===== src/rtl/score_keeper_pkg.sv =====
// score_keeper_pkg
//   Shared constants and types for the Pong score keeper.
//   - state_t      : game-flow FSM encoding (also exported for debug)
//   - WIN_*        : winner codes shown on the winner output
//   - SERVE_*      : serve direction codes
//   - score_inc    : saturating BCD-digit increment (never passes 9)
package score_keeper_pkg;

    typedef enum logic [1:0] {
        ST_IDLE      = 2'd0,
        ST_PLAY      = 2'd1,
        ST_PAUSE     = 2'd2,
        ST_GAME_OVER = 2'd3
    } state_t;

    localparam logic [1:0] WIN_NONE = 2'b00;
    localparam logic [1:0] WIN_P1   = 2'b01;
    localparam logic [1:0] WIN_P2   = 2'b10;

    localparam logic SERVE_LEFT  = 1'b0;
    localparam logic SERVE_RIGHT = 1'b1;

    localparam logic [3:0] SCORE_MAX = 4'd9;

    // The match ends at the win score (<= 9), so this saturation never
    // triggers in normal play; it keeps the digit a legal BCD value anyway.
    function automatic logic [3:0] score_inc(input logic [3:0] s);
        return (s >= SCORE_MAX) ? SCORE_MAX : s + 4'd1;
    endfunction

endpackage


===== src/rtl/score_keeper_if.sv =====
// score_keeper_if
//   Bundle between the ball/button logic (master) and the score keeper (slave).
//   Ports:
//     start     master->slave  1-cycle pulse, start/restart the match
//     miss_p1   master->slave  1-cycle pulse, ball passed the left paddle
//     miss_p2   master->slave  1-cycle pulse, ball passed the right paddle
//     score_p1  slave->master  BCD score, player 1
//     score_p2  slave->master  BCD score, player 2
//     play      slave->master  1 = ball may move
//     serve_dir slave->master  0 = serve left (P1), 1 = serve right (P2)
//     game_over slave->master  1 while the match is over
//     winner    slave->master  00 none, 01 P1, 10 P2
//   Handshake: there is no valid/ready pair. Every master->slave signal is a
//   single-cycle event pulse sampled on the rising clock edge and is never
//   back-pressured; the slave either acts on it that edge or drops it. All
//   slave->master signals are registered levels.
interface score_keeper_if;
    import score_keeper_pkg::*;

    logic       start;
    logic       miss_p1;
    logic       miss_p2;
    logic [3:0] score_p1;
    logic [3:0] score_p2;
    logic       play;
    logic       serve_dir;
    logic       game_over;
    logic [1:0] winner;

    modport master (
        output start, miss_p1, miss_p2,
        input  score_p1, score_p2, play, serve_dir, game_over, winner
    );

    modport slave (
        input  start, miss_p1, miss_p2,
        output score_p1, score_p2, play, serve_dir, game_over, winner
    );

endinterface


===== src/rtl/score_keeper_pause_timer.sv =====
// score_keeper_pause_timer
//   Down-counter that times the ball freeze after a point.
//   Ports:
//     clk   in  clock
//     rst_n in  asynchronous active-low reset (counter -> 0)
//     load  in  reload with p_PAUSE_CYCLES-1 (has priority over en)
//     en    in  count down by one while non-zero
//     done  out counter has reached zero
//   Loaded on the edge that enters the pause; with p_PAUSE_CYCLES-1 loaded
//   and the FSM leaving on the edge that sees done, the freeze lasts exactly
//   p_PAUSE_CYCLES clocks. The counter holds at zero rather than wrapping.
module score_keeper_pause_timer #(
    parameter int p_PAUSE_CYCLES = 25_000_000
) (
    input  logic clk,
    input  logic rst_n,
    input  logic load,
    input  logic en,
    output logic done
);

    localparam int CW = $clog2(p_PAUSE_CYCLES);
    localparam logic [CW-1:0] LOAD_VAL = CW'(p_PAUSE_CYCLES - 1);

    logic [CW-1:0] cnt_q;

    always_ff @(posedge clk or negedge rst_n) begin
        if (!rst_n) begin
            cnt_q <= '0;
        end else if (load) begin
            cnt_q <= LOAD_VAL;
        end else if (en && (cnt_q != '0)) begin
            cnt_q <= cnt_q - 1'b1;
        end
    end

    assign done = (cnt_q == '0);

endmodule


===== src/rtl/score_keeper.sv =====
// score_keeper
//   Match-level score and game-flow controller for Pong. Counts points from
//   the ball logic's miss pulses, gates ball motion (pause after each point,
//   then serve) and declares the winner at p_WIN_SCORE.
//   Ports:
//     clk       in   system clock
//     rst_n     in   asynchronous active-low reset, synchronous release
//     sk        slave modport of score_keeper_if (pulses in, scores/flags out)
//     dbg_state out  current FSM state
//   All interface outputs are registered: an input sampled at edge N shows
//   its effect right after edge N.
module score_keeper
    import score_keeper_pkg::*;
#(
    parameter int p_WIN_SCORE    = 9,
    parameter int p_PAUSE_CYCLES = 25_000_000
) (
    input  logic                 clk,
    input  logic                 rst_n,
    score_keeper_if.slave        sk,
    output state_t               dbg_state
);

    localparam logic [3:0] WIN_SCORE = 4'(p_WIN_SCORE);

    state_t     state_q, state_d;
    logic [3:0] score_p1_q, score_p1_d;
    logic [3:0] score_p2_q, score_p2_d;
    logic       serve_q, serve_d;
    logic [1:0] winner_q, winner_d;
    logic       play_q, play_d;
    logic       game_over_q, game_over_d;

    logic       timer_load;
    logic       timer_done;
    logic [3:0] score_inc_p1;
    logic [3:0] score_inc_p2;

    score_keeper_pause_timer #(
        .p_PAUSE_CYCLES(p_PAUSE_CYCLES)
    ) u_pause_timer (
        .clk   (clk),
        .rst_n (rst_n),
        .load  (timer_load),
        .en    (state_q == ST_PAUSE),
        .done  (timer_done)
    );

    assign score_inc_p1 = score_inc(score_p1_q);
    assign score_inc_p2 = score_inc(score_p2_q);

    // State and match registers.
    always_ff @(posedge clk or negedge rst_n) begin
        if (!rst_n) begin
            state_q    <= ST_IDLE;
            score_p1_q <= '0;
            score_p2_q <= '0;
            serve_q    <= SERVE_LEFT;
            winner_q   <= WIN_NONE;
        end else begin
            state_q    <= state_d;
            score_p1_q <= score_p1_d;
            score_p2_q <= score_p2_d;
            serve_q    <= serve_d;
            winner_q   <= winner_d;
        end
    end

    // Next-state and score update.
    always_comb begin
        state_d    = state_q;
        score_p1_d = score_p1_q;
        score_p2_d = score_p2_q;
        serve_d    = serve_q;
        winner_d   = winner_q;
        timer_load = 1'b0;

        unique case (state_q)
            ST_IDLE: begin
                if (sk.start) begin
                    score_p1_d = '0;
                    score_p2_d = '0;
                    state_d    = ST_PLAY;
                end
            end

            ST_PLAY: begin
                if (sk.miss_p1 && sk.miss_p2) begin
                    // Simultaneous miss: nobody scores, serve swaps sides.
                    serve_d    = ~serve_q;
                    timer_load = 1'b1;
                    state_d    = ST_PAUSE;
                end else if (sk.miss_p1) begin
                    // Ball got past P1: point to P2, next serve toward P1.
                    score_p2_d = score_inc_p2;
                    serve_d    = SERVE_LEFT;
                    if (score_inc_p2 == WIN_SCORE) begin
                        winner_d = WIN_P2;
                        state_d  = ST_GAME_OVER;
                    end else begin
                        timer_load = 1'b1;
                        state_d    = ST_PAUSE;
                    end
                end else if (sk.miss_p2) begin
                    score_p1_d = score_inc_p1;
                    serve_d    = SERVE_RIGHT;
                    if (score_inc_p1 == WIN_SCORE) begin
                        winner_d = WIN_P1;
                        state_d  = ST_GAME_OVER;
                    end else begin
                        timer_load = 1'b1;
                        state_d    = ST_PAUSE;
                    end
                end
            end

            ST_PAUSE: begin
                if (timer_done) begin
                    state_d = ST_PLAY;
                end
            end

            ST_GAME_OVER: begin
                // Restart keeps the last serve direction.
                if (sk.start) begin
                    score_p1_d = '0;
                    score_p2_d = '0;
                    winner_d   = WIN_NONE;
                    state_d    = ST_PLAY;
                end
            end

            default: state_d = ST_IDLE;
        endcase
    end

    // Output decode, taken from the next state so the registered flags
    // change on the same edge as the state itself.
    always_comb begin
        play_d      = (state_d == ST_PLAY);
        game_over_d = (state_d == ST_GAME_OVER);
    end

    always_ff @(posedge clk or negedge rst_n) begin
        if (!rst_n) begin
            play_q      <= 1'b0;
            game_over_q <= 1'b0;
        end else begin
            play_q      <= play_d;
            game_over_q <= game_over_d;
        end
    end

    assign sk.score_p1  = score_p1_q;
    assign sk.score_p2  = score_p2_q;
    assign sk.play      = play_q;
    assign sk.serve_dir = serve_q;
    assign sk.game_over = game_over_q;
    assign sk.winner    = winner_q;
    assign dbg_state    = state_q;

endmodule


===== src/flat_wrapper.sv =====
// flat-port wrapper written by rule: the top's interface ports become plain ports
module score_keeper_flat import score_keeper_pkg::*;
#(
    parameter int p_WIN_SCORE    = 9,
    parameter int p_PAUSE_CYCLES = 25_000_000
)
  (clk, rst_n, dbg_state, sk_start, sk_miss_p1, sk_miss_p2, sk_score_p1, sk_score_p2, sk_play, sk_serve_dir, sk_game_over, sk_winner);
  score_keeper_if sk_i ();
  input  logic clk;
  input  logic rst_n;
  output state_t dbg_state;
  input wire logic [$bits(sk_i.start)-1:0] sk_start;
  input wire logic [$bits(sk_i.miss_p1)-1:0] sk_miss_p1;
  input wire logic [$bits(sk_i.miss_p2)-1:0] sk_miss_p2;
  output wire logic [$bits(sk_i.score_p1)-1:0] sk_score_p1;
  output wire logic [$bits(sk_i.score_p2)-1:0] sk_score_p2;
  output wire logic [$bits(sk_i.play)-1:0] sk_play;
  output wire logic [$bits(sk_i.serve_dir)-1:0] sk_serve_dir;
  output wire logic [$bits(sk_i.game_over)-1:0] sk_game_over;
  output wire logic [$bits(sk_i.winner)-1:0] sk_winner;
  assign sk_i.start = sk_start;
  assign sk_i.miss_p1 = sk_miss_p1;
  assign sk_i.miss_p2 = sk_miss_p2;
  assign sk_score_p1 = sk_i.score_p1;
  assign sk_score_p2 = sk_i.score_p2;
  assign sk_play = sk_i.play;
  assign sk_serve_dir = sk_i.serve_dir;
  assign sk_game_over = sk_i.game_over;
  assign sk_winner = sk_i.winner;
  score_keeper #(.p_WIN_SCORE(p_WIN_SCORE), .p_PAUSE_CYCLES(p_PAUSE_CYCLES)) u_core (.clk(clk), .rst_n(rst_n), .sk(sk_i), .dbg_state(dbg_state));
endmodule

===== config.mk =====
export PLATFORM = sky130hd
export DESIGN_NAME = score_keeper_flat
export DESIGN_NICKNAME = d
export VERILOG_FILES = /design/src/rtl/score_keeper_pkg.sv /design/src/rtl/score_keeper_if.sv /design/src/rtl/score_keeper_pause_timer.sv /design/src/rtl/score_keeper.sv /design/src/flat_wrapper.sv
export SDC_FILE = /design/constraint.sdc
export NUM_CORES = 1
export LEC_CHECK = 0
export ABC_CLOCK_PERIOD_IN_PS = 2000
export CAP_MARGIN = 5
export CORE_MARGIN = 5
export CORE_UTILIZATION = 45
export CTS_CLUSTER_DIAMETER = 120
export DETAILED_ROUTE_END_ITERATION = 8
export PLACE_DENSITY = 0.67
export SLEW_MARGIN = 20
export SYNTH_ARGS = -nofsm -noshare
export SYNTH_HDL_FRONTEND = slang
export SYNTH_SLANG_ARGS = --single-unit
export TNS_END_PERCENT = 100

===== constraint.sdc =====
create_clock -name clk -period 2 [get_ports clk]
set_clock_uncertainty 0.05 [all_clocks]
set_input_delay 0.4 -clock clk [delete_from_list [all_inputs] [get_ports clk]]
set_output_delay 0.4 -clock clk [all_outputs]
set_load 0.1 [all_outputs]

* After elaboration in Yosys (flattened, before gate mapping) *
Cells that the tools add are included.

storage, ports and cells
  bits in registers = 40
  bits of input ports = 5
  word-level logic and storage cells = 80
  output and inout bits = 15

cells by class
  equality and inequality tests = 16
  muxes and demuxes = 36
  reductions and logical operators = 14
  add/subtract/negate cells = 3
  bitwise gates (word level) = 1
  order comparisons = 2

operator list
  kind                     number
  $mux W25                 2
  $mux W4                  8
  $logic_not A25 Y1        1
  $reduce_bool A25 Y1      1
  $sub A25 B1 Y25 const B  1
  $mux W2                  11
  $pmux W4 S2              2
  $mux W1                  11
  $ne A2 B2 Y1 const B     5
  $add A4 B1 Y4 const B    2
  $eq A4 B4 Y1 const B     2
  $ge A4 B4 Y1 const B     2
  $eq A2 B2 Y1 const B     3
  $ne A3 B2 Y1 const B     2
  $pmux W2 S3              1
  $reduce_and A6 Y1        1
  $reduce_bool A2 Y1       3
  $reduce_and A5 Y1        1
  $eq A2 B1 Y1 const B     2
  $pmux W2 S2              1
  $reduce_and A4 Y1        1
  $ne A3 B3 Y1 const B     1
  $reduce_bool A3 Y1       1
  $logic_and A1 B1 Y1      2
  5 further kinds          5

* Logic depth before layout (Yosys ltp) *
Gate-level depths: netlist of run 1.

  depth after elaboration = 9
  mapped depth = 8
  gate-level depth less buffers = 7

* Cells and area by module *
From an unflattened synthesis of run 1, not the netlist that was laid out.

unflattened totals
  cells, all modules = 245
  area, all modules = 2,416.1 sq um

modules (own cells, without submodules)
  module                    cells an instance  instances  seq. area each (sq um)  area an instance (sq um)
  score_keeper_pause_timer  148                1          625.6                   1,438.9
  score_keeper              97                 1          375.4                   977.2

* Least setup slack after synthesis of run 1 *
Ideal clock, no wire load.

  path kind = register -> register
  start point = reg u_core.score_p2_q[0] (netlist: u_core.sk.score_p2[0])
  end point = reg u_core.u_pause_timer.cnt_q[24]
  data required time = 1.822 ns
  stages on the path, launching flop included = 9
  setup slack = -0.862 ns
  arrival time = 2.684 ns
  clock period less this slack = 2.862 ns
  library setup time = 0.128 ns
  path through = dfrtp_1 inv_1 ha_1 nor2_1 a22oi_1 o31a_2 o21ai_1 buf_2 nand2_1

on the way
  cells in the longest elaborated chain, start to end = 8
  elaborated cells on any way between the ends = 10
  classes of those cells = 1 x add/sub; 1 x order compare; 1 x eq/ne; 6 x mux; 1 x reduce/logical

RTL lines
  item                                            line                            source
  from (decl)                                     score_keeper.sv:28              logic [3:0] score_p2_q, score_p2_d;
  from (signal assigned)                          score_keeper.sv:63              score_p2_q <= score_p2_d;
  $add A4 B1 Y4 or $ge A4 B4 Y1 (tied branches)   score_keeper_pkg.sv:28          return (s >= SCORE_MAX) ? SCORE_MAX : s + 4'd1;
  $mux W4 (*)                                     score_keeper_pkg.sv:28
  $eq A4 B4 Y1 (*)                                score_keeper.sv:97              if (score_inc_p2 == WIN_SCORE) begin
  $mux W1 (*)                                     score_keeper.sv:97
  $mux W1 (*)                                     score_keeper.sv:93              end else if (sk.miss_p1) begin
  $mux W1 (*)                                     score_keeper.sv:88              if (sk.miss_p1 && sk.miss_p2) begin
  $mux W1 (*)                                     score_keeper.sv:78              unique case (state_q)
  $mux W25 or $reduce_bool A2 Y1 (tied branches)  n/a
  to (signal assigned)                            score_keeper_pause_timer.sv:33  cnt_q <= cnt_q - 1'b1;
  to (decl)                                       score_keeper_pause_timer.sv:25  logic [CW-1:0] cnt_q;

Every way passes the cells marked *; elsewhere a longest branch is shown, timed or not.
A chain may end at the register's enable or synchronous reset.

* Final worst setup path of run 1 *
  start point = reg u_core.score_p1_q[0] (netlist: u_core.sk.score_p1[0])
  end point = reg u_core.u_pause_timer.cnt_q[24]

on the way
  cells in the longest elaborated chain, start to end = 9
  elaborated cells on any way between the ends = 11
  classes of those cells = 1 x add/sub; 1 x order compare; 1 x eq/ne; 7 x mux; 1 x reduce/logical

RTL lines
  item                                            line                    source
  from (decl)                                     score_keeper.sv:27      logic [3:0] score_p1_q, score_p1_d;
  from (signal assigned)                          score_keeper.sv:62      score_p1_q <= score_p1_d;
  $add A4 B1 Y4 or $ge A4 B4 Y1 (tied branches)   score_keeper_pkg.sv:28
  $mux W4 (*)                                     score_keeper_pkg.sv:28
  $eq A4 B4 Y1 (*)                                score_keeper.sv:107     if (score_inc_p1 == WIN_SCORE) begin
  $mux W1 (*)                                     score_keeper.sv:107
  $mux W1 (*)                                     score_keeper.sv:104     end else if (sk.miss_p2) begin
  $mux W1 (*)                                     score_keeper.sv:93
  $mux W1 (*)                                     score_keeper.sv:88
  $mux W1 (*)                                     score_keeper.sv:78
  $mux W25 or $reduce_bool A2 Y1 (tied branches)  n/a

Marked as above.

==> results of run 1 <==
flip-flops by register name, indices dropped and copies added, names as in the netlist:
register / count
u_core.dbg_state: 2
u_core.sk.game_over: 1
u_core.sk.play: 1
u_core.sk.score_p1: 4
u_core.sk.score_p2: 4
u_core.sk.serve_dir: 1
u_core.sk.winner: 2
u_core.u_pause_timer.cnt_q: 25
routing by layer:
layer / up-vias / global-route usage / part of all wire
met3: 12 / 0.0424 / 0.036
met2: 40 / 0.306 / 0.52
met5: - / 0 / 0
met1: 1086 / 0.215 / 0.42
li1: 1057 / - / -
met4: 0 / 0.0570 / 0.017
what timing repair did:
action,4_1_cts,5_1_grt
resized for setup,3,42
setup buffers,3,6
endpoints found under the hold margin,11,0
endpoints found under the setup margin,10,28
hold buffers,1,0
pin swaps,5,15
cloned,1,2
stage by stage:
step / instance area (um2) / setup WS (ns)
floorplan: 2630 / -0.142
global placement: 3190 / -0.0561
CTS: 3360 / -0.00686
detailed placement: 3190 / -0.0340
finish: 3630 / -0.0552
global route: 3630 / -0.123
cells by family (layout without fill, tap and decap cells):
| kind of cell | after synthesis | count (layout) |
|---|---|---|
| simple gates | 99 | 99 |
| compound gates | 66 | 66 |
| flops | 40 | 40 |
| buf+inv | 19 | 83 |
| xor+xnor | 17 | 17 |
| fa+ha+maj | 10 | 10 |
| mux | 2 | 2 |
power breakdown:
| group | total (mW) | switching [mW] | internal, mW |
|---|---|---|---|
| combinational | 0.0424 | 0.0269 | 0.0155 |
| sequential | 0.808 | 0 | 0.808 |
| clock | 0.565 | 0.289 | 0.276 |
| total | 1.41 | 0.316 | 1.10 |
worst paths after layout:
kind / cells after the start / slack (ns) / end
max in group asynchronous: 3 / 0.89 / u_core.sk.score_p2[0]$_DFFE_PN0P_
worst min register to register: 1 / 0.44 / u_core.sk.serve_dir$_DFFE_PN0P_
worst max register to register: 8 / -0.06 / u_core.u_pause_timer.cnt_q[24]$_DFFE_PN0P_
min in group asynchronous: 2 / 0.47 / u_core.sk.score_p2[2]$_DFFE_PN0P_
worst max-delay path: 8 / -0.06 / u_core.u_pause_timer.cnt_q[24]$_DFFE_PN0P_
worst min-delay path: 1 / 0.44 / u_core.sk.serve_dir$_DFFE_PN0P_
critical path: cells and delay by family (launching register included):
kind,cells,cell delay (ns)
flip-flops,1,0.53
buffers and inverters,2,0.38
adder cells (fa/ha/maj),1,0.15
AND/OR/NAND/NOR,2,0.14
AO/OA/AOI/OAI,3,0.69
cells in the final DEF, fill, tap and decap left out, types with 3 or more instances in the layout:
| cell | n |
|---|---|
| nand3_1 | 4 |
| o21ai_1 | 6 |
| o21ai_2 | 3 |
| nor2b_1 | 3 |
| o31ai_1 | 3 |
| nand2b_1 | 5 |
| buf_4 | 40 |
| xor2_1 | 12 |
| xnor2_1 | 4 |
| dfrtp_1 | 30 |
| buf_12 | 12 |
| inv_1 | 8 |
| clkbuf_8 | 6 |
| nor2_1 | 16 |
| ha_4 | 7 |
| dfrtp_4 | 6 |
| ha_1 | 3 |
| nor4_4 | 4 |
| or3_1 | 4 |
| clkdlybuf4s50_1 | 3 |
| o21ai_0 | 10 |
| a31oi_1 | 5 |
| a21oi_1 | 10 |
| nand2_2 | 5 |
| dfrtp_2 | 4 |
| o211ai_1 | 6 |
| inv_4 | 4 |
| nand4_1 | 3 |
| and2_1 | 3 |
| nand2_1 | 11 |
| nand2_4 | 6 |
| nor3_1 | 5 |
synthesized netlist by cell type (2+ instances only):
| cell | n | share of area |
|---|---|---|
| nand3b_1 | 2 | 0.0061 |
| nor3_2 | 2 | 0.0082 |
| o41ai_1 | 2 | 0.0072 |
| o21ai_1 | 8 | 0.016 |
| and2_1 | 3 | 0.0077 |
| xnor2_1 | 5 | 0.018 |
| or4_1 | 2 | 0.0061 |
| a22oi_1 | 2 | 0.0061 |
| nand2b_1 | 6 | 0.015 |
| and2_2 | 2 | 0.0061 |
| o31ai_1 | 3 | 0.0092 |
| o21ai_0 | 11 | 0.023 |
| nand3_1 | 6 | 0.012 |
| nor2b_1 | 4 | 0.010 |
| and4_1 | 2 | 0.0072 |
| nand4_1 | 3 | 0.0077 |
| ha_1 | 10 | 0.051 |
| o21a_1 | 2 | 0.0061 |
| nand2_1 | 22 | 0.034 |
| o2111ai_1 | 2 | 0.0072 |
| dfrtp_1 | 40 | 0.41 |
| clkbuf_1 | 2 | 0.0031 |
| o211ai_1 | 6 | 0.018 |
| nor3_1 | 5 | 0.010 |
| nor4_1 | 2 | 0.0051 |
| a31oi_1 | 6 | 0.015 |
| nor2_1 | 19 | 0.029 |
| a21oi_1 | 11 | 0.023 |
| nor4_4 | 3 | 0.026 |
| buf_2 | 2 | 0.0041 |
| inv_1 | 13 | 0.020 |
| xor2_1 | 12 | 0.043 |
| or3_1 | 4 | 0.010 |
area by class of cell:
type | instances | area, um2 | share of cell area
Clock inverter | 2 | 10.0 | 0.00276
Timing Repair Buffer | 62 | 691 | 0.190
Tap cell | 70 | 87.6 | 0.0241
Clock buffer | 6 | 82.6 | 0.0228
Sequential cell | 40 | 1030 | 0.284
Inverter | 13 | 58.8 | 0.0162
Multi-Input combinational cell | 194 | 1670 | 0.460
==> flow_metrics.py, run 1 <==
metrics = {
    "status": {
        "status": "complete, but fails checks",
        "failed_checks": "negative setup slack",
    },
    "clocking": {
        "clk_latency_ns": 0.29,
        "cts_made_buffers": 5,
        "clockRootBuffer": "clkbuf_8",
        "path_clk_slew_ns": 0.08,
        "cts_htree_levels": 2,
        "tritoncts": "built",
        "clock_path_buffers": 2,
        "cts_num_sinks": 40,
    },
    "sta": {
        "fin_tns_setup_ns": -0.508,
        "setup_viol": 16,
        "timing.final.ws_setup_ns": -0.0552,
        "worst_pin_slew_ns": 0.459,
        "fmax_ghz": 0.487,
        "final.min_clock_period_ns": 2.06,
        "fin_hold_ws_ns": 0.444,
        "drv_slew": 0,
        "hold_violations": 0,
        "rsz0062_at_grt": "true",
        "fin_crit_sh": 1.03,
        "slew_headroom": 0.690,
    },
    "finish": {
        "drive_above_1_share": 0.445,
        "fillerInstances": 397,
        "areaGrowthSynthToFinish_pct": 48.4,
        "postLayoutCoreUtil": 0.697,
        "fin_cells": 387,
        "fin_nets": 331,
        "diodes": 0,
    },
    "global_routing": {
        "grt_start_max_net_pins": 18,
        "gr-total-overflow": 0,
        "antenna_found_initial": 0,
        "grt_pass1_wl_um": 10100,
        "first_global_vias": 2137,
        "globalRouteTotalUtil": 0.177,
    },
    "worst_setup_path": {
        "crit_type": "reg2reg",
        "startpoint_type": "flop",
        "cp_slowest_stage_delay_ns": 0.53,
        "required_ns": 2.12,
        "crit_path_end_kind": "flop",
        "crit_chain": "buf_6 -> ha_4 -> nand2b_1 -> a32oi_2 -> o21a_2 -> o21ai_4 -> clkbuf_16 -> nand2_2",
        "crit_start": "u_core.sk.score_p1[0]$_DFFE_PN0P_",
        "cp_slowest_cell": "dfrtp_4",
        "worstPathMaxFanout": 8,
        "cp_data_arrival_time_ns": 2.18,
        "rr_startpoint": "u_core.sk.score_p1[0]$_DFFE_PN0P_",
    },
    "route": {
        "dr.pass1.iters": 4,
        "route.detailed.drc": 0,
        "drt_wl_total_um": 6370,
        "post_drt_wl_per_cell_um": 16.5,
        "avgViaCountPerCell": 5.67,
        "via_count": 2195,
        "ant_nets": 0,
        "drt_iter0_drc": 48,
    },
    "synth": {
        "synth_top_family_by_area": "simple AND/OR/NAND/NOR gates",
        "ys_seq_elements": 40,
        "synth-xor-area-share": 0.0609,
        "synthMuxAreaShare": 0.00870,
        "synthSimpleGateAreaFrac": 0.250,
        "synthesis.nets": 268,
        "ys_seq_area_frac": 0.410,
        "synth.avg_cell_area_um2": 9.66,
        "async_flop_share": 1.00,
        "synth_fa_ha_area_frac": 0.0512,
        "synth_cell_type_count": 62,
        "syn_inst": 253,
        "synth_compound_area_frac": 0.182,
        "ys_dominant_reg_cell": "dfrtp_1",
        "ys_warn_count": 0,
        "synth_area_um2": 2440,
        "synth-edff-count": 0,
    },
    "placement": {
        "place.gp.congestion": 0.864,
        "place_inst": 367,
        "port_buffers": 19,
        "hpwl_um": 4280,
    },
    "hold_path": {
        "hold_path_class": "reg2reg",
        "hp-start": "u_core.sk.serve_dir$_DFFE_PN0P_",
    },
    "power_and_ir_drop": {
        "power.total_mw": 1.41,
        "leakage_nw": 1.49,
        "powerDensity_nw_per_um2": 390,
        "ir_drop_uv": 266,
    },
    "die": {
        "dieArea_um2": 7000,
        "die_w_um": 83.7,
        "start_util": 0.469,
        "rows": 26,
        "die_y_um": 83.7,
        "core_um2": 5200,
        "pin_count": 20,
    },
    "job": {
        "drv_cap": 0,
    },
}
Note: power is estimated with default switching activity, not from simulation.
==> run 2, diff against run 1 <==
- ABC_AREA: not set -> 1
- CORE_ASPECT_RATIO: not set -> 1.5
- REMOVE_ABC_BUFFERS: not set -> 1
==> run 2 against run 1 <==
  * The flow now finishes without violations
  * Worst setup slack improved by 0.17 ns
  * Sequential power up 34%
  * Flip-flop and latch count unchanged
  * Global-route usage increased by 0.10 points
  * Count of clock-buffer cells in the layout unchanged
  * Fmax increased by 9.0%
  * Die area grew 6.4%
  * Clock power grew 17%
  * Core utilization down 14 points
  * Worst hold slack lost 0.34 ns
==> flow_metrics.py, run 2 <==
metrics = {
    "sta": {
        "fin_crit_sh": 0.943,
        "timing.final.ws_setup_ns": 0.114,
        "slew_headroom": 0.649,
        "fmax_ghz": 0.530,
        "drv_slew": 0,
        "setup_viol": 0,
        "hold_violations": 0,
        "final.min_clock_period_ns": 1.89,
        "worst_pin_slew_ns": 0.526,
        "rsz0062_at_grt": "false",
        "fin_tns_setup_ns": 0,
    },
    "worst_setup_path": {
        "rr_endpoint": "u_core.sk.score_p2[0]$_DFFE_PN0P_",
        "rr_startpoint": "u_core.dbg_state[0]$_DFF_PN0_",
        "crit_type": "reg2reg",
        "worstPathMaxFanout": 6,
        "required_ns": 2.17,
        "crit_path_end_kind": "flop",
        "startpoint_type": "flop",
        "r2r_cells": 7,
        "cp_data_arrival_time_ns": 2.06,
        "r2r_slack_ns": 0.11,
    },
    "synth": {
        "syn_inst": 337,
        "yosys.cell_count.top_type": "nand2_1",
        "synth_top_area_share": 0.384,
        "ys_warn_count": 0,
        "synth_cell_type_count": 36,
        "synth_area_um2": 2610,
        "async_flop_share": 1.00,
        "synth_commonest_cells": "nand2_1, inv_1, dfrtp_1, nor2_1, nand3_1",
        "synth-edff-count": 0,
        "synthTopCellsByArea": "dfrtp_1, nand2_1, inv_1",
        "yosysTopAreaCell": "dfrtp_1",
        "ys_seq_elements": 40,
        "synth.avg_cell_area_um2": 7.74,
        "ys_seq_area_frac": 0.384,
        "ys_dominant_reg_cell": "dfrtp_1",
    },
    "route": {
        "avgViaCountPerCell": 5.14,
        "post_drt_wl_per_cell_um": 13.4,
        "dr.pass1.iters": 4,
        "wl_met3_um": 163,
        "route.detailed.drc": 0,
        "via_count": 2297,
        "ant_nets": 0,
        "drt_iter0_drc": 99,
        "m1WireLength_um": 2340,
        "met2_wirelength_um": 3360,
        "drt_wl_total_um": 6010,
        "top_layer": "met4",
    },
    "die": {
        "die_y_um": 103,
        "rows": 34,
        "pin_count": 20,
        "core_um2": 5740,
        "dieArea_um2": 7450,
        "die_w_um": 72.2,
        "start_util": 0.454,
    },
    "power_and_ir_drop": {
        "power.total_mw": 4.19,
        "ir_drop_uv": 1110,
        "leakage_nw": 1.54,
        "powerDensity_nw_per_um2": 1310,
    },
    "job": {
        "drv_cap": 0,
    },
    "global_routing": {
        "grt_start_max_net_pins": 41,
        "gr-total-overflow": 0,
        "grt_pass1_wl_um": 10500,
        "globalRouteTotalUtil": 0.178,
        "antenna_found_initial": 0,
        "first_global_vias": 2363,
    },
    "placement": {
        "place_ws_ns": 0.0346,
        "place_inst": 437,
        "port_buffers": 19,
        "place.gp.congestion": 0.906,
        "hpwl_um": 4620,
    },
    "clocking": {
        "cts_htree_levels": 2,
        "path_clk_slew_ns": 0.08,
        "cts_num_sinks": 40,
        "hold_buffers": 0,
        "tritoncts": "built",
        "clock_path_buffers": 2,
        "clockRootBuffer": "clkbuf_8",
        "clk_latency_ns": 0.29,
        "cts_made_buffers": 5,
    },
    "finish": {
        "drive_above_1_share": 0.232,
        "largest_register_ffs": 25,
        "areaGrowthSynthToFinish_pct": 23.1,
        "fin_cells": 447,
        "layout_common_cells": "nand2_1, inv_1, dfrtp_1, nor2_1, nand3_1",
        "regMostFlops": "u_core.u_pause_timer.cnt_q",
        "fin_nets": 389,
        "diodes": 0,
        "layout_commonest_cell": "nand2_1",
        "postLayoutCoreUtil": 0.559,
    },
    "hold_path": {
        "hold_path_class": "in2async",
    },
    "status": {
        "status": "finished clean",
    },
}
## run 2: cell types whose count changed after synthesis, sizes merged, moves of 6 or more
cell	change
inv	+38
nand2	+62
nor2	+27
nand2b	-6
nand3	+24
a31oi	-6
nor3	+6
## run 2: worst max-delay path, cell delays in order (launching register included)
cell	delay (ns)
dfrtp_1	0.44
ha_1	0.34
inv_1	0.19
nor2_1	0.11
nor3_4	0.29
nand2_1	0.13
a21oi_1	0.14
o21bai_1	0.12
## run 2: cell type report
| cell class | count | area [um2] |
|---|---|---|
| clock buffers | 6 | 72.6 |
| clock inverters | 2 | 35.0 |
| fillers | 545 | 2530 |
| inverters | 51 | 191 |
| multi-input cells | 242 | 1420 |
| flip-flops and latches | 40 | 1000 |
| well taps | 72 | 90.1 |
| repair buffers | 34 | 398 |
## run 2: worst max-delay path by stage
stage	cells past startpoint	slack (ns)	start	to
floorplan	9	-0.43	u_core.dbg_state[0]$_DFF_PN0_	u_core.sk.score_p2[0]$_DFFE_PN0P_
global placement	10	0.07	u_core.sk.score_p1[0]$_DFFE_PN0P_	u_core.u_pause_timer.cnt_q[13]$_DFFE_PN0P_
detailed placement	10	0.03	u_core.sk.score_p1[0]$_DFFE_PN0P_	u_core.u_pause_timer.cnt_q[1]$_DFFE_PN0P_
CTS	10	0.008	u_core.sk.score_p1[0]$_DFFE_PN0P_	u_core.u_pause_timer.cnt_q[21]$_DFFE_PN0P_
global route	8	0.0005	u_core.dbg_state[1]$_DFF_PN0_	u_core.sk.play$_DFF_PN0_
finish	7	0.11	u_core.dbg_state[0]$_DFF_PN0_	u_core.sk.score_p2[0]$_DFFE_PN0P_
## run 2: timing repair
action                     CTS  global route
setup endpoints to repair    0            27
gates resized for setup      0            12
buffers inserted             0             2
## run 2: through the flow
step / area [um2] / hold slack [ns]
finish: 3210 / 0.102
global route: 3210 / 0.158
CTS: 3150 / 0.125
detailed placement: 3040 / 0.436
global placement: 3040 / 0.425
floorplan: 2570 / 0.0544
## run 2: logic make-up (layout without fill, tap and decap cells)
family,Yosys count,count (layout),share of synthesized area
compound gates,34,34,0.0767
simple gates,190,190,0.375
flops,40,40,0.384
fa+ha+maj,10,10,0.0479
xor+xnor,8,8,0.0268
buf+inv,55,93,0.0896
## run 2: power by group
part	internal (mW)	switching (mW)	leakage (nW)	total, mW
registers	0.949	0.133	0.459	1.08
clock network	0.371	0.291	0.0552	0.661
logic	0.812	1.64	1.03	2.45
total	2.13	2.06	1.54	4.19
## run 2: per-layer routing
metal,track usage,vias up
met5,0,-
met4,0.0724,0
met3,0.0280,12
met2,0.334,49
met1,0.196,1083
li1,-,1153
==> run 3, diff against run 2 <==
- CTS_BUF_LIST: not set -> sky130_fd_sc_hd__clkbuf_4
==> run 3 against run 2 <==
  * Worst setup slack worse by 0.016 ns
  * Critical path type unchanged
  * First-iteration DRC count fell by 9.1%
  * Wire length decreased by 0.55%
  * Total power is 2.6% lower
==> flow_metrics.py, run 3 (synthesis results as in run 2) <==
metrics = {
    "status": {
        "status": "finished clean",
    },
    "worst_setup_path": {
        "cp_data_arrival_time_ns": 2.14,
        "worstPathMaxFanout": 5,
        "r2r_slack_ns": 0.1,
        "required_ns": 2.24,
        "cp_slowest_cell": "dfrtp_1",
        "cp_slowest_stage_delay_ns": 0.44,
        "startpoint_type": "flop",
        "rr_endpoint": "u_core.sk.game_over$_DFF_PN0_",
        "r2r_cells": 8,
        "rr_startpoint": "u_core.dbg_state[1]$_DFF_PN0_",
        "crit_path_end_kind": "flop",
        "crit_chain": "inv_1 -> ha_1 -> inv_1 -> nor2_1 -> nor2_1 -> a21oi_1 -> nand2_1 -> a21oi_1",
        "crit_type": "reg2reg",
    },
    "die": {
        "rows": 34,
        "pin_count": 20,
        "die_w_um": 72.2,
        "start_util": 0.454,
        "core_um2": 5740,
        "die_y_um": 103,
        "dieArea_um2": 7450,
    },
    "power_and_ir_drop": {
        "power.total_mw": 4.08,
        "leakage_nw": 1.55,
        "powerDensity_nw_per_um2": 1280,
        "ir_drop_uv": 1110,
    },
    "clocking": {
        "clockRootBuffer": "clkbuf_4",
        "hold_buffers": 0,
        "clk_latency_ns": 0.35,
        "tritoncts": "built",
        "path_clk_slew_ns": 0.13,
        "cts_htree_levels": 2,
        "cts_made_buffers": 5,
        "clock_path_buffers": 2,
        "cts_num_sinks": 40,
    },
    "global_routing": {
        "first_global_vias": 2367,
        "grt_start_max_net_pins": 41,
        "grt_pass1_wl_um": 10500,
        "gr-total-overflow": 0,
        "globalRouteTotalUtil": 0.177,
        "antenna_found_initial": 0,
    },
    "finish": {
        "largest_register_ffs": 25,
        "layout_commonest_cell": "nand2_1",
        "layout_common_cells": "nand2_1, inv_1, dfrtp_1, nor2_1, nand3_1",
        "seqCellArea_um2": 1000,
        "regMostFlops": "u_core.u_pause_timer.cnt_q",
        "drive_above_1_share": 0.235,
        "multi_input_area_um2": 1430,
        "fillerInstances": 546,
        "fin_nets": 389,
        "fin_area_um2": 3190,
        "areaGrowthSynthToFinish_pct": 22.2,
        "diodes": 0,
        "postLayoutCoreUtil": 0.555,
    },
    "sta": {
        "drv_slew": 0,
        "setup_viol": 0,
        "fin_crit_sh": 0.951,
        "hold_violations": 0,
        "fin_tns_setup_ns": 0,
        "worst_pin_slew_ns": 0.526,
        "slew_headroom": 0.649,
        "fmax_ghz": 0.526,
        "final.min_clock_period_ns": 1.90,
        "timing.final.ws_setup_ns": 0.0985,
    },
    "hold_path": {
        "hold_path_class": "in2async",
    },
    "route": {
        "via_count": 2276,
        "drt_iter0_drc": 90,
        "avgViaCountPerCell": 5.09,
        "dr.pass1.iters": 4,
        "ant_nets": 0,
        "route.detailed.drc": 0,
        "post_drt_wl_per_cell_um": 13.4,
        "drt_wl_total_um": 5980,
    },
    "placement": {
        "place.gp.congestion": 0.906,
        "hpwl_um": 4620,
        "place_ws_ns": 0.0346,
        "place_area_um2": 3040,
        "port_buffers": 19,
    },
    "job": {
        "drv_cap": 0,
    },
}
-- run 3: worst max-delay path, delay by kind of cell (launching register included) --
family          cells  cell delay [ns]
flops               1             0.44
simple gates        3             0.46
fa+ha+maj           1             0.34
buf+inv             2             0.25
compound gates      2             0.29
-- run 3: repair_timing --
action,4_1_cts,5_1_grt
setup endpoints to repair,2,25
setup buffers,0,2
endpoints found under the hold margin,0,0
resized for setup,1,12
-- run 3: worst max path at each step --
stage	depth (start not counted)	start	slack (ns)	to
after floorplan	9	u_core.dbg_state[0]$_DFF_PN0_	-0.43	u_core.sk.score_p2[0]$_DFFE_PN0P_
after global placement	10	u_core.sk.score_p1[0]$_DFFE_PN0P_	0.07	u_core.u_pause_timer.cnt_q[13]$_DFFE_PN0P_
after detailed placement	10	u_core.sk.score_p1[0]$_DFFE_PN0P_	0.03	u_core.u_pause_timer.cnt_q[1]$_DFFE_PN0P_
after CTS	12	u_core.sk.score_p1[1]$_DFFE_PN0P_	0.07	u_core.u_pause_timer.cnt_q[9]$_DFFE_PN0P_
after global routing	8	u_core.dbg_state[1]$_DFF_PN0_	-0.01	u_core.sk.play$_DFF_PN0_
final	8	u_core.dbg_state[1]$_DFF_PN0_	0.1	u_core.sk.game_over$_DFF_PN0_
-- run 3: power by group --
group | internal (mW) | switching, mW | total [mW]
clock | 0.276 | 0.278 | 0.553
sequential | 0.949 | 0.133 | 1.08
combinational | 0.812 | 1.64 | 2.45
-- run 3: final cells by class --
class	instances	area share
Tap cell	72	0.0282
Clock inverter	2	0.0110
Multi-Input combinational cell	242	0.447
Inverter	51	0.0600
Sequential cell	40	0.315
Clock buffer	6	0.0141
Timing Repair Buffer	34	0.125
-- run 3: metrics by stage --
step / std cells / hold slack [ns]
after floorplan: 333 / 0.0544
after global placement: 437 / 0.425
after detailed placement: 437 / 0.436
after CTS: 445 / 0.0494
after global routing: 447 / 0.0706
final: 447 / 0.0422
-- run 3: routing by layer --
layer  vias to the layer above  wire, um  global-route usage
met5                         -         0                   0
met4                         0       117              0.0680
met3                         9       136              0.0280
met2                        31      3340               0.338
met1                      1081      2380               0.193
li1                       1155         -                   -
